--- src/rtl/vga_timing_pkg.sv ---
// vga_timing_pkg
//   Shared raster-timing definitions for the VGA timing generator.
//   - Default 640x480@60 geometry (800x525 total).
//   - calc_htotal / calc_vtotal: derive total line / frame length.
//   - axis_state_t: position of one axis within ACTIVE, FP, SYNC, BP.
package vga_timing_pkg;

    localparam int H_ACTIVE_DEF = 640;
    localparam int H_FP_DEF     = 16;
    localparam int H_SW_DEF     = 96;
    localparam int H_BP_DEF     = 48;
    localparam int V_ACTIVE_DEF = 480;
    localparam int V_FP_DEF     = 10;
    localparam int V_SW_DEF     = 2;
    localparam int V_BP_DEF     = 33;

    typedef enum logic [1:0] {
        AX_ACTIVE = 2'd0,
        AX_FP     = 2'd1,
        AX_SYNC   = 2'd2,
        AX_BP     = 2'd3
    } axis_state_t;

    function automatic int axis_total(input int size, input int fp, input int sw, input int bp);
        return size + fp + sw + bp;
    endfunction

    function automatic int calc_htotal(input int hsize, input int hfp, input int hsw, input int hbp);
        return axis_total(hsize, hfp, hsw, hbp);
    endfunction

    function automatic int calc_vtotal(input int vsize, input int vfp, input int vsw, input int vbp);
        return axis_total(vsize, vfp, vsw, vbp);
    endfunction

endpackage

--- src/rtl/vga_axis_counter.sv ---
// vga_axis_counter
//   One raster axis: a free-running counter 0..TOTAL-1 plus the region
//   (ACTIVE, FP, SYNC, BP) the counter currently sits in.
// Ports:
//   CLK      pixel clock
//   RESET    asynchronous active-low reset (count -> 0)
//   advance  step the counter this cycle
//   count    current position on the axis
//   state    region decoded from count
//   wrap     advance on the last position (count returns to 0 next edge)
module vga_axis_counter
    import vga_timing_pkg::*;
#(
    parameter int  SIZE  = H_ACTIVE_DEF,
    parameter int  FP    = H_FP_DEF,
    parameter int  SW    = H_SW_DEF,
    parameter int  BP    = H_BP_DEF,
    localparam int TOTAL = axis_total(SIZE, FP, SW, BP),
    localparam int W     = $clog2(TOTAL)
) (
    input  logic           CLK,
    input  logic           RESET,
    input  logic           advance,
    output logic [W-1:0]   count,
    output axis_state_t    state,
    output logic           wrap
);

    // Region boundaries; all lie below TOTAL, so they fit in W bits.
    localparam logic [W-1:0] ACT_END  = W'(SIZE);
    localparam logic [W-1:0] FP_END   = W'(SIZE + FP);
    localparam logic [W-1:0] SYNC_END = W'(SIZE + FP + SW);
    localparam logic [W-1:0] LAST     = W'(TOTAL - 1);

    assign wrap = advance && (count == LAST);

    always_ff @(posedge CLK or negedge RESET) begin
        if (!RESET)
            count <= '0;
        else if (advance)
            count <= wrap ? '0 : count + W'(1);
    end

    always_comb begin
        state = AX_BP;
        if (count < ACT_END)
            state = AX_ACTIVE;
        else if (count < FP_END)
            state = AX_FP;
        else if (count < SYNC_END)
            state = AX_SYNC;
    end

endmodule

--- src/rtl/vga_timing_gen.sv ---
// vga_timing_gen
//   Free-running VGA raster timing generator. All outputs are registered
//   and reflect the raster position of the previous CE cycle.
//   Optional feature macro: VGA_TIMING_ADDR_EN adds the linear pixel
//   address output 'addr' (v*HSIZE+h, built incrementally).
// Ports:
//   CLK          pixel clock
//   RESET        asynchronous active-low reset
//   CE           pixel enable; everything holds while 0
//   Hsync/Vsync  active-low syncs
//   DE           active-pixel data enable
//   hpos/vpos    raster position (including blanking)
//   line_start   one-CE pulse at hpos==0
//   frame_start  one-CE pulse at hpos==0, vpos==0
//   addr         linear pixel address (VGA_TIMING_ADDR_EN only)
module vga_timing_gen
    import vga_timing_pkg::*;
#(
    parameter int  HSIZE  = H_ACTIVE_DEF,
    parameter int  HFP    = H_FP_DEF,
    parameter int  HSW    = H_SW_DEF,
    parameter int  HBP    = H_BP_DEF,
    parameter int  VSIZE  = V_ACTIVE_DEF,
    parameter int  VFP    = V_FP_DEF,
    parameter int  VSW    = V_SW_DEF,
    parameter int  VBP    = V_BP_DEF,
    localparam int HTOTAL = calc_htotal(HSIZE, HFP, HSW, HBP),
    localparam int VTOTAL = calc_vtotal(VSIZE, VFP, VSW, VBP),
    localparam int HW     = $clog2(HTOTAL),
    localparam int VW     = $clog2(VTOTAL)
`ifdef VGA_TIMING_ADDR_EN
    ,
    localparam int AW     = $clog2(HSIZE * VSIZE)
`endif
) (
    input  logic          CLK,
    input  logic          RESET,
    input  logic          CE,
    output logic          Hsync,
    output logic          Vsync,
    output logic          DE,
    output logic [HW-1:0] hpos,
    output logic [VW-1:0] vpos,
    output logic          line_start,
    output logic          frame_start
`ifdef VGA_TIMING_ADDR_EN
    ,
    output logic [AW-1:0] addr
`endif
);

    logic [HW-1:0] h;
    logic [VW-1:0] v;
    axis_state_t   h_st, v_st;
    logic          h_wrap, v_wrap;
    logic          origin;
    logic          pix_act;

    vga_axis_counter #(.SIZE(HSIZE), .FP(HFP), .SW(HSW), .BP(HBP)) u_hcnt (
        .CLK     (CLK),
        .RESET   (RESET),
        .advance (CE),
        .count   (h),
        .state   (h_st),
        .wrap    (h_wrap)
    );

    vga_axis_counter #(.SIZE(VSIZE), .FP(VFP), .SW(VSW), .BP(VBP)) u_vcnt (
        .CLK     (CLK),
        .RESET   (RESET),
        .advance (CE && h_wrap),
        .count   (v),
        .state   (v_st),
        .wrap    (v_wrap)
    );

    assign pix_act = (h_st == AX_ACTIVE) && (v_st == AX_ACTIVE);

    // origin is 1 exactly when (h,v) == (0,0): true out of reset, and
    // afterwards set only by the step that wraps the whole frame.
    always_ff @(posedge CLK or negedge RESET) begin
        if (!RESET)
            origin <= 1'b1;
        else if (CE)
            origin <= v_wrap;
    end

    always_ff @(posedge CLK or negedge RESET) begin
        if (!RESET) begin
            Hsync       <= 1'b1;
            Vsync       <= 1'b1;
            DE          <= 1'b0;
            hpos        <= '0;
            vpos        <= '0;
            line_start  <= 1'b0;
            frame_start <= 1'b0;
        end else if (CE) begin
            Hsync       <= (h_st != AX_SYNC);
            Vsync       <= (v_st != AX_SYNC);
            DE          <= pix_act;
            hpos        <= h;
            vpos        <= v;
            line_start  <= (h == '0);
            frame_start <= origin;
        end else begin
            // Pulses last one CE cycle only, never stretched by CE gaps.
            line_start  <= 1'b0;
            frame_start <= 1'b0;
        end
    end

`ifdef VGA_TIMING_ADDR_EN
    // addr_nxt holds the address the next active pixel will get; addr is
    // updated only on active pixels so it holds through blanking.
    logic [AW-1:0] addr_nxt;
    logic [AW-1:0] addr_cur;

    assign addr_cur = origin ? '0 : addr_nxt;

    always_ff @(posedge CLK or negedge RESET) begin
        if (!RESET) begin
            addr     <= '0;
            addr_nxt <= '0;
        end else if (CE && pix_act) begin
            addr     <= addr_cur;
            addr_nxt <= addr_cur + AW'(1);
        end
    end
`endif

endmodule
--- config.mk ---
export PLATFORM = sky130hd
export DESIGN_NAME = vga_timing_gen
export DESIGN_NICKNAME = d
export VERILOG_FILES = /design/src/rtl/vga_timing_pkg.sv /design/src/rtl/vga_axis_counter.sv /design/src/rtl/vga_timing_gen.sv
export SDC_FILE = /design/constraint.sdc
export NUM_CORES = 1
export LEC_CHECK = 0
export CAP_MARGIN = 5
export CORE_MARGIN = 2
export CORE_UTILIZATION = 30
export CTS_CLUSTER_DIAMETER = 100
export DETAILED_ROUTE_END_ITERATION = 10
export REMOVE_ABC_BUFFERS = 1
export SYNTH_ARGS = -nofsm -noshare
export SYNTH_HDL_FRONTEND = slang
export SYNTH_SLANG_ARGS = --single-unit
--- constraint.sdc ---
create_clock -name CLK -period 2.35 [get_ports CLK]
set_input_delay 0.47 -clock CLK [delete_from_list [all_inputs] [get_ports CLK]]
set_output_delay 0.47 -clock CLK [all_outputs]
set_load 0.005 [all_outputs]
Word level (Yosys, flattened, before mapping)
Cells that the tools add are included.

word-level totals
  output and inout port bits = 25
  register bits after elaboration = 46

operators by class
  equality and inequality tests = 4
  $lt $le $gt $ge = 6
  reductions and logical operators = 7
  multiplexer cells = 10
  $add $sub $neg = 2

operator list
  kind                     number
  $lt A10 B10 Y1 const B   3
  $lt A10 B9 Y1 const B    3
  $add A10 B1 Y10 const B  2
  $eq A10 B10 Y1 const B   2
  $mux W10                 2
  $logic_not A10 Y1        1
  $mux W2                  4
  $logic_and A1 B1 Y1      4
  $logic_not A2 Y1         2
  $mux W1                  4
  $ne A2 B2 Y1 const B     2

Depth between registers and ports, before layout
Gate-level depths: netlist of the first run.

  depth after elaboration = 6
  depth in mapped cells = 6

Modules after synthesis
A second synthesis of the first run with hierarchy kept.

second synthesis, totals
  cell total of the unflattened synthesis = 177
  area total of the unflattened synthesis = 2137.0 um2

by module, submodules not included
  module                     times used  area an instance (um2)  cells an instance
  vga_timing_gen             1           1026.0                  64
  vga_axis_counter (u_vcnt)  1           569.3                   59
  vga_axis_counter (u_hcnt)  1           541.8                   54

Least setup slack after synthesis of the first run
Ideal clock, no wire load.

  path type = reg-to-reg
  start point = register u_hcnt.count[0]
  end point = register u_vcnt.count[9]
  period minus slack after synthesis = 1.769 ns
  data arrival time = 1.690 ns
  cell stages (with the launch flop) = 6
  slack = 0.581 ns
  path through = dfrtp_1 ha_1 and4b_1 nand3_4 or4_1 mux2i_1

between the ends
  cells in the longest elaborated chain, start to end = 5

RTL lines
  what                      line                    text
  start: declaration        vga_axis_counter.sv:24  output logic [W-1:0] count,
  start signal: assignment  vga_axis_counter.sv:41  count <= wrap ? '0 : count + W'(1);
  $eq A10 B10 Y1 (*)        vga_axis_counter.sv:35  assign wrap = advance && (count == LAST);
  $logic_and A1 B1 Y1 (*)   vga_axis_counter.sv:35
  $logic_and A1 B1 Y1 (*)   vga_timing_gen.sv:71    .advance (CE && h_wrap),
  $logic_and A1 B1 Y1       vga_axis_counter.sv:35
  $mux W10                  vga_axis_counter.sv:41
  end signal: assignment    vga_axis_counter.sv:41
  end: declaration          vga_axis_counter.sv:24

Mark *: on every way between the ends. The rest lies on a longest branch, timed or not.
A chain may end at the register's enable or synchronous reset.

Worst setup path after layout of the first run
  start point = input port CE
  end point = register u_vcnt.count[9]

between the ends
  cells in the longest elaborated chain, start to end = 4

RTL lines
  what                     line                    text
  start: declaration       vga_timing_gen.sv:38    input logic CE,
  $logic_and A1 B1 Y1      vga_axis_counter.sv:35
  $logic_and A1 B1 Y1 (*)  vga_timing_gen.sv:71
  $logic_and A1 B1 Y1      vga_axis_counter.sv:35
  $mux W10                 vga_axis_counter.sv:41

Marked as above.

==> results summary, run 1 <==
The worst min-delay path class is in2async. The post-synthesis cell type with the largest combined area is sky130_fd_sc_hd__dfrtp_1. The clock latency at the later pin of the worst-skew pair is 0.29 ns. The proportion of power drawn by flip-flops and latches came out at 0.565. The proportion of synthesized chip area in sequential cells is 0.552.

The areal power density over the cells is 696 nW/µm². The number of I/O port buffers is 27. The worst-case IR drop observed on VDD is 343 µV.

The maximum fanout encountered on the critical timing path came out at 10. The final critical-path required period came out at 1.93 ns. From bottom edge to top edge, the die measures 87.5 µm. The count of final max-slew check failures came out at 0.

STA classifies the critical path endpoint as a register. The number of DRC violations after detailed-routing iteration 0 is 76. The normalized max-slew margin is 0.662. The clock-pin transition on the worst setup and hold timing paths came out at 0.08 ns. The number of fill cells is 686.

The count of standard-cell rows is 30. The relative contribution of the clock network to total power came out at 0.254. Timing would allow up to 518 MHz. The floorplan step defined a die boundary enclosing 7660 µm². Of the post-synthesis cell area, the dominant cell type holds 0.514. The async set-reset flop share out of synthesis is 1.00. The final wirelength came out at 4.13 mm.

The share of final-layout standard cells stronger than drive strength 1 is 0.171. The internal power consumption came out at 0.00127 W. The total net switching power is 0.000499 W. The initial antenna violation count is 0. The routed wirelength normalized by instance count came out at 13.9 µm.

The launching element type of the critical path is a primary input. The Yosys warning count came out at 0. The overall die width came out at 87.5 µm. The count of nets after finishing is 223.

The sum of negative setup slack is 0 ns. Once layout is complete, the utilization of the core stands at 0.376. The area of the mapped netlist came out at 2090 µm². Using the TritonRoute via totals, the vias-per-cell ratio works out to 5.01.

The I/O pin total came out at 28. The final HPWL from detailed placement came out at 2.98 mm. The flow ran to the end, and the final reports show no timing, DRC or antenna violations. The first global-routing pass estimated 7.26 mm of wire. The count of clock tree sinks is 46.

Yosys mapped a number of flops with a built-in enable equal to 0. The share of the clock period used by the worst path after layout came out at 0.821. The count of final setup violators is 0. The static power due to leakage is 1.08 nW.

The final number of hold-violating endpoints is 0. Counting along the longest clock path gives a buffer depth of 2. The multi-input combinational cell area is 845 µm². The effective utilization at floorplan came out at 0.310. TritonCTS built the clock tree.

The average cell area after synthesis came out at 11.2 µm². The number of maximum-capacitance violations is 0. Setup repair after global routing left no endpoint under its margin. For the pin with the worst max-slew slack, the measured transition is 0.506 ns.

The number of routed nets with antenna violations came out at 0. The via count of the first global-routing pass was 1438. The count of cells resized by post-cts repair came out at 0. The switching power share of the total is 0.282.

The clock tree synthesis step divided the H-tree into 2 levels. The worst setup path is of the in2reg kind. The post-synthesis sequential element count is 46.

Global routing finished with a remaining overflow of 0. For the worst setup path, the data required time is 2.55 ns. The total number of vias is 1489. The post-CTS repair timing setup buffer count came out at 0. The netlist uses 36 different library cells. In the post-synthesis netlist, the biggest area contributors are sky130_fd_sc_hd__dfrtp_1, sky130_fd_sc_hd__mux2_2, sky130_fd_sc_hd__dfstp_2. Entering global routing, the biggest net connects 34 pins. The endpoint arrival time on the critical path is 2.13 ns. The core area came out at 6760 µm². The logic gate share of total power is 0.181.

At the end of routability-driven placement, the weighted congestion stood at 0.934. The overall routing resource usage came out at 0.119. The post-synthesis cell count came out at 187. The number of hold buffers added after cts is 0.

The first TritonRoute pass finished after 4 iterations. The repair_antennas step left the layout with diodes totalling 0. The area used by sequential logic in the layout came out at 1150 µm². The dominant register cell in the synthesized netlist is sky130_fd_sc_hd__dfrtp_1. Clock tree synthesis selected as its root buffer the cell sky130_fd_sc_hd__clkbuf_8. Measured in cells, the most critical reg-to-reg path has a length of 5. The number of DRC violations after detailed routing came out at 0. The post-route clock skew came out at 0.00486 ns. The number of CTS-inserted buffers is 5. The layout overhead on the synthesized area is 21.5%.
synthesized netlist by cell type (2+ instances only):
cell type / instances
sky130_fd_sc_hd__a21oi_1: 5
sky130_fd_sc_hd__buf_1: 2
sky130_fd_sc_hd__buf_2: 2
sky130_fd_sc_hd__clkbuf_1: 5
sky130_fd_sc_hd__dfrtp_1: 43
sky130_fd_sc_hd__dfstp_2: 3
sky130_fd_sc_hd__ha_1: 4
sky130_fd_sc_hd__inv_1: 11
sky130_fd_sc_hd__mux2_2: 19
sky130_fd_sc_hd__mux2i_1: 4
sky130_fd_sc_hd__nand2_1: 14
sky130_fd_sc_hd__nand3_1: 8
sky130_fd_sc_hd__nand4_1: 9
sky130_fd_sc_hd__nand4b_1: 2
sky130_fd_sc_hd__nor2_1: 5
sky130_fd_sc_hd__nor3_1: 8
sky130_fd_sc_hd__nor4_1: 3
sky130_fd_sc_hd__o21ai_0: 11
sky130_fd_sc_hd__o22ai_1: 2
sky130_fd_sc_hd__or3_1: 4
sky130_fd_sc_hd__or4_1: 2
sky130_fd_sc_hd__xnor2_1: 5
sky130_fd_sc_hd__xor2_1: 3
cell type report:
type                       count  area share
sequential                    46       0.454
tap                           80      0.0394
timing repair buffer          33       0.127
clock buffer                   8      0.0315
multi-input combinational    119       0.332
inverter                      11      0.0162
path summary, 6_finish.rpt:
kind	start	end	slack (ns)
max in group asynchronous	RESET	origin	1.63
min	RESET	vpos[7]	0.14
min in group CLK	origin	origin	0.49
max	CE	u_vcnt.count[9]	0.42
min reg2reg	origin	origin	0.49
max reg2reg	u_hcnt.count[0]	u_vcnt.count[9]	0.42
stage by stage:
stage	area (µm²)	hold slack, ns	setup WS (ns)	cells	total power [W]
2_1_floorplan	2040	0.174	0.581	176	0.00114
3_3_place_gp	2460	0.472	0.190	289	0.00133
3_5_place_dp	2460	0.471	0.136	289	0.00134
4_1_cts	2540	0.158	0.429	297	0.00179
5_1_grt	2540	0.182	0.323	297	0.00188
6_report	2540	0.144	0.421	297	0.00177
state kept, by name, summed over array words and instances (netlist names):
| name | cells |
|---|---|
| u_vcnt.count | 10 |
| u_hcnt.count | 10 |
| Vsync | 1 |
| hpos | 10 |
| Hsync | 1 |
| line_start | 1 |
| vpos | 10 |
| origin | 1 |
| frame_start | 1 |
| DE | 1 |
power groups by stage:
stage | Clock [W] | Combinational (W) | Sequential [W]
floorplan | 0 | 0.000156 | 0.000985
global placement | 0 | 0.000318 | 0.00102
detailed placement | 0 | 0.000325 | 0.00102
CTS | 0.000466 | 0.000325 | 0.00100
global route | 0.000501 | 0.000357 | 0.00102
finish | 0.000450 | 0.000320 | 0.00100
metal layers:
metal | GRT usage | routed length (µm)
met5 | 0 | 0
met4 | 0.0378 | 37
met3 | 0.0226 | 165
met2 | 0.167 | 1770
met1 | 0.185 | 2160
cells in the final DEF, fill, tap and decap left out, types with 2 or more instances in the layout:
master	instances
sky130_fd_sc_hd__nor2_1	5
sky130_fd_sc_hd__nand3_1	8
sky130_fd_sc_hd__clkdlybuf4s50_1	26
sky130_fd_sc_hd__or3_1	4
sky130_fd_sc_hd__ha_1	4
sky130_fd_sc_hd__nor4_1	3
sky130_fd_sc_hd__xnor2_1	5
sky130_fd_sc_hd__mux2_2	19
sky130_fd_sc_hd__nor3_1	8
sky130_fd_sc_hd__o21ai_0	11
sky130_fd_sc_hd__dfrtp_1	43
sky130_fd_sc_hd__mux2i_1	4
sky130_fd_sc_hd__clkbuf_8	5
sky130_fd_sc_hd__nand4b_1	2
sky130_fd_sc_hd__nand4_1	9
sky130_fd_sc_hd__inv_1	11
sky130_fd_sc_hd__clkbuf_1	3
sky130_fd_sc_hd__a21oi_1	5
sky130_fd_sc_hd__or4_1	2
sky130_fd_sc_hd__nand2_1	14
sky130_fd_sc_hd__dfstp_2	3
sky130_fd_sc_hd__buf_4	5
sky130_fd_sc_hd__o22ai_1	2
sky130_fd_sc_hd__xor2_1	3
worst max-delay path, cell delays in order:
cell                              delay (ns)
sky130_fd_sc_hd__clkdlybuf4s50_1        0.51
sky130_fd_sc_hd__and4_1                 0.30
sky130_fd_sc_hd__nand3_4                0.14
sky130_fd_sc_hd__or4_1                  0.53
sky130_fd_sc_hd__mux2i_1                0.17
kinds of logic after synthesis:
| kind of cell | count (synthesis) | synth area share |
|---|---|---|
| simple gates | 64 | 0.173 |
| xor+xnor | 8 | 0.0335 |
| compound gates | 20 | 0.0520 |
| fa+ha+maj | 4 | 0.0239 |
| buf+inv | 22 | 0.0448 |
| flops | 46 | 0.552 |
| mux | 23 | 0.121 |
(Power assumes the default switching activity.)
==> run 2: changes to the inputs <==
==> constraint.sdc (replaced) <==
create_clock -name CLK -period 1.83 [get_ports CLK]
set_input_delay 0.366 -clock CLK [delete_from_list [all_inputs] [get_ports CLK]]
set_output_delay 0.366 -clock CLK [all_outputs]
set_load 0.005 [all_outputs]
==> run 2 against run 1 <==
  * Non-clock buffer count is 16 higher
  * Final cell count rose by 5.4%
  * Sequential cell count unchanged
  * Register-to-register slack lost 0.27 ns
  * Power increased by 34%
  * Highest routed layer unchanged
  * Final area up 4.7%
  * Utilization up 1.8 points
  * Critical path type unchanged
==> results summary, run 2 (synthesis gave the netlist of run 1 again) <==
The flow ran to the end, and the final reports show no timing, DRC or antenna violations. The worst hold path belongs to the class in2async. The length of the first detailed-routing pass in iterations came out at 4 (unchanged).

The number of CTS-inserted buffers came out at 5 (unchanged). The areal power density over the cells came out at 891 nW/µm² (+28%). The startpoint identified for the worst register-to-register timing path is u_hcnt.count[1].

The die outline area came out at 7660 µm² (unchanged). The worst setup slack after layout was 0.141 ns (-0.280 ns). The total global routing overflow came out at 0 (unchanged).

On the critical path, the stage with the largest delay is an instance of sky130_fd_sc_hd__clkdlybuf4s50_1. The count of cells resized by post-cts repair was 0 (unchanged). The global-route wire length before repair is 7.11 mm (-2.1%). The count of nets after finishing is 239 (+7.2%). The category of the most critical setup path is in2reg. The final number of hold-violating endpoints is 0 (unchanged). The die height was 87.5 µm (unchanged). The endpoint arrival time on the critical path is 1.91 ns (-0.22 ns). The core area came out at 6760 µm² (unchanged). The switching power share of the total is 0.278 (-0.00375). The share of final-layout standard cells stronger than drive strength 1 is 0.227 (+0.0570). The final core area utilization was 0.394 (+0.0178). The count of final max-slew check failures was 0 (unchanged). The count of standard-cell rows is 30 (unchanged). The pin count of the biggest net entering global routing was 47 (+38%).

The final critical-path required period is 1.69 ns. The number of I/O port buffers is 27 (unchanged). The final wirelength came out at 4.20 mm (+1.7%). The number of hold buffers added after cts is 0 (unchanged). The count of final setup violators came out at 0 (unchanged). The worst reg-to-reg path cell count was 5 (unchanged). The overall die width came out at 87.5 µm (unchanged).

Of the available clock period, the critical path in the final layout requires 0.923. In the layout the commonest cells are sky130_fd_sc_hd__dfrtp_1, sky130_fd_sc_hd__clkdlybuf4s50_1, sky130_fd_sc_hd__buf_4, sky130_fd_sc_hd__mux2_2, sky130_fd_sc_hd__nand2_1. The count of clock tree sinks came out at 46 (unchanged). The post-placement worst setup slack came out at -0.170 ns (-0.305 ns). The critical path goes through clkdlybuf4s50_1 -> and4_1 -> nand3_4 -> or4_1 -> mux2i_1.

The data required time at the worst endpoint came out at 2.05 ns (-0.50 ns). The I/O pin total came out at 28 (unchanged). STA classifies the critical path endpoint as a register. The clock-pin transition on the worst setup and hold timing paths is 0.08 ns (about the same). TritonCTS built the clock tree. The maximum fanout encountered on the critical timing path came to 4 (-6). The number of DRC violations after detailed-routing iteration 0 came out at 62 (-18%). The count of buffering cells on the critical path with inverters included came out at 1 (unchanged).

The internal power consumption came to 0.00171 W (+35%). The relative contribution of the clock network to total power is 0.246 (-0.008). The critical path's largest stage delay is 0.54 ns (about the same). The post-route clock skew is 0.00539 ns (+0.000529 ns).

The endpoint of the worst-slack reg-to-reg timing path is u_vcnt.count[9]. The via count of the first global-routing pass came out at 1500 (+4.3%). The number of maximum-capacitance violations came out at 0 (unchanged).

The area growth from synthesis to layout is 27.3%. The number of routed nets with antenna violations came out at 0 (unchanged). The overall routing resource usage is 0.120 (+0.000990). The clock latency at the later pin of the worst-skew pair came out at 0.29 ns (about the same). The routed wirelength normalized by instance count was 13.4 µm (-3.5%). The total number of vias is 1543 (+3.6%).

The initial antenna violation count is 0 (unchanged). The total net switching power is 0.000659 W (+32%). The final HPWL from detailed placement is 2.98 mm (about the same). On the critical path the largest part of the delay comes from simple AND/OR/NAND/NOR gates. STA classifies the critical path startpoint as a primary input.

Setup repair after global routing left no endpoint under its margin. The largest buffer count on any clock path came out at 2 (unchanged). The placer congestion estimate is 0.828 (-11%). The logic gate share of total power is 0.242 (+0.061).

The root buffer cell chosen for the clock tree is sky130_fd_sc_hd__clkbuf_8. The reg2reg setup slack came out at 0.15 ns (-0.27 ns). The worst-case vdd ir drop is 394 µV (+15%). The normalized max-slew margin is 0.753 (+0.0907). The detailed-route vias per instance is 4.93 (-1.7%). The slew of the pin with the lowest slew margin is 0.367 ns (-0.139 ns). The depth of the CTS H-tree is 2 (unchanged). The effective utilization at floorplan is 0.310 (unchanged). The proportion of power drawn by flip-flops and latches was 0.512 (-0.053). Static timing analysis puts the maximum clock frequency at 592 MHz. The most common cell after layout, fill and taps aside is sky130_fd_sc_hd__dfrtp_1. The static power due to leakage is 1.16 nW (+7.4%).

The number of DRC violations after detailed routing is 0 (unchanged). The number of antenna repair diodes is 0 (unchanged).
[run 2: cell count changes in the layout (fill, tap and decap cells not counted), sizes merged]
| cell | before | now |
|---|---|---|
| buf | 7 | 23 |
[run 2: metrics by stage]
stage                     cells  total power [W]  hold slack, ns  cell area, µm²  setup TNS, ns
after floorplan             176          0.00147          0.0704            2040              0
after global placement      304          0.00181           0.368            2580         -0.657
after detailed placement    304          0.00182           0.370            2580         -0.708
after CTS                   312          0.00242          0.0385            2660              0
after global routing        313          0.00252          0.0396            2660              0
final                       313          0.00237          0.0254            2660              0
[run 2: timing repair]
item | in CTS | in global routing
setup endpoints to repair | 0 | 3
buffers inserted | 0 | 1
endpoints found under the hold margin | 0 | 0
[run 2: worst register-to-register path, cell delays in order, from the launching register on]
cell and delay, ns:
sky130_fd_sc_hd__dfrtp_1 0.36, sky130_fd_sc_hd__ha_1 0.19, sky130_fd_sc_hd__and4b_1 0.32, sky130_fd_sc_hd__nand3_4 0.09, sky130_fd_sc_hd__or4_1 0.51, sky130_fd_sc_hd__mux2i_1 0.13
[run 2: layout make-up]
class | instances | area (µm²)
well taps | 80 | 100
multi-input cells | 119 | 845
clock buffers | 8 | 80.1
fillers | 654 | 4090
repair buffers | 49 | 443
flip-flops and latches | 46 | 1150
inverters | 11 | 41.3
[run 2: how the worst max path moves through the flow]
| stage | to | slack, ns | startpoint | depth (start not counted) |
|---|---|---|---|---|
| finish | u_vcnt.count[9] | 0.14 | CE | 5 |
| global route | u_vcnt.count[8] | 0.04 | u_hcnt.count[1] | 7 |
| CTS | Hsync | 0.12 | Hsync | 1 |
| detailed placement | u_vcnt.count[7] | -0.17 | CE | 6 |
| global placement | u_vcnt.count[7] | -0.16 | CE | 6 |
| floorplan | u_vcnt.count[9] | 0.06 | u_hcnt.count[0] | 5 |
[run 2: layer usage]
layer / vias to the layer above / GRT usage / routed length (µm)
met5: - / 0 / 0
met4: 0 / 0.0503 / 62
met3: 4 / 0.0311 / 154
met2: 29 / 0.175 / 1820
met1: 755 / 0.171 / 2160
li1: 755 / - / -
[run 2: power by group through the flow]
stage	Sequential [W]	Clock [W]	Combinational [W]
6_report	0.00121	0.000585	0.000574
5_1_grt	0.00123	0.000657	0.000637
3_3_place_gp	0.00124	0	0.000572
4_1_cts	0.00122	0.000614	0.000584
3_5_place_dp	0.00124	0	0.000581
2_1_floorplan	0.00126	0	0.000200
==> run 3: changes to the inputs <==
--- a/config.mk
+++ b/config.mk
@@ -10,6 +10,7 @@
 export CORE_UTILIZATION = 30
 export CTS_CLUSTER_DIAMETER = 100
 export DETAILED_ROUTE_END_ITERATION = 10
+export GPL_TIMING_DRIVEN = 1
 export REMOVE_ABC_BUFFERS = 1
 export SYNTH_ARGS = -nofsm -noshare
 export SYNTH_HDL_FRONTEND = slang
==> results of run 3 <==
Final layout, timing and power as in run 2 (identical DEF).
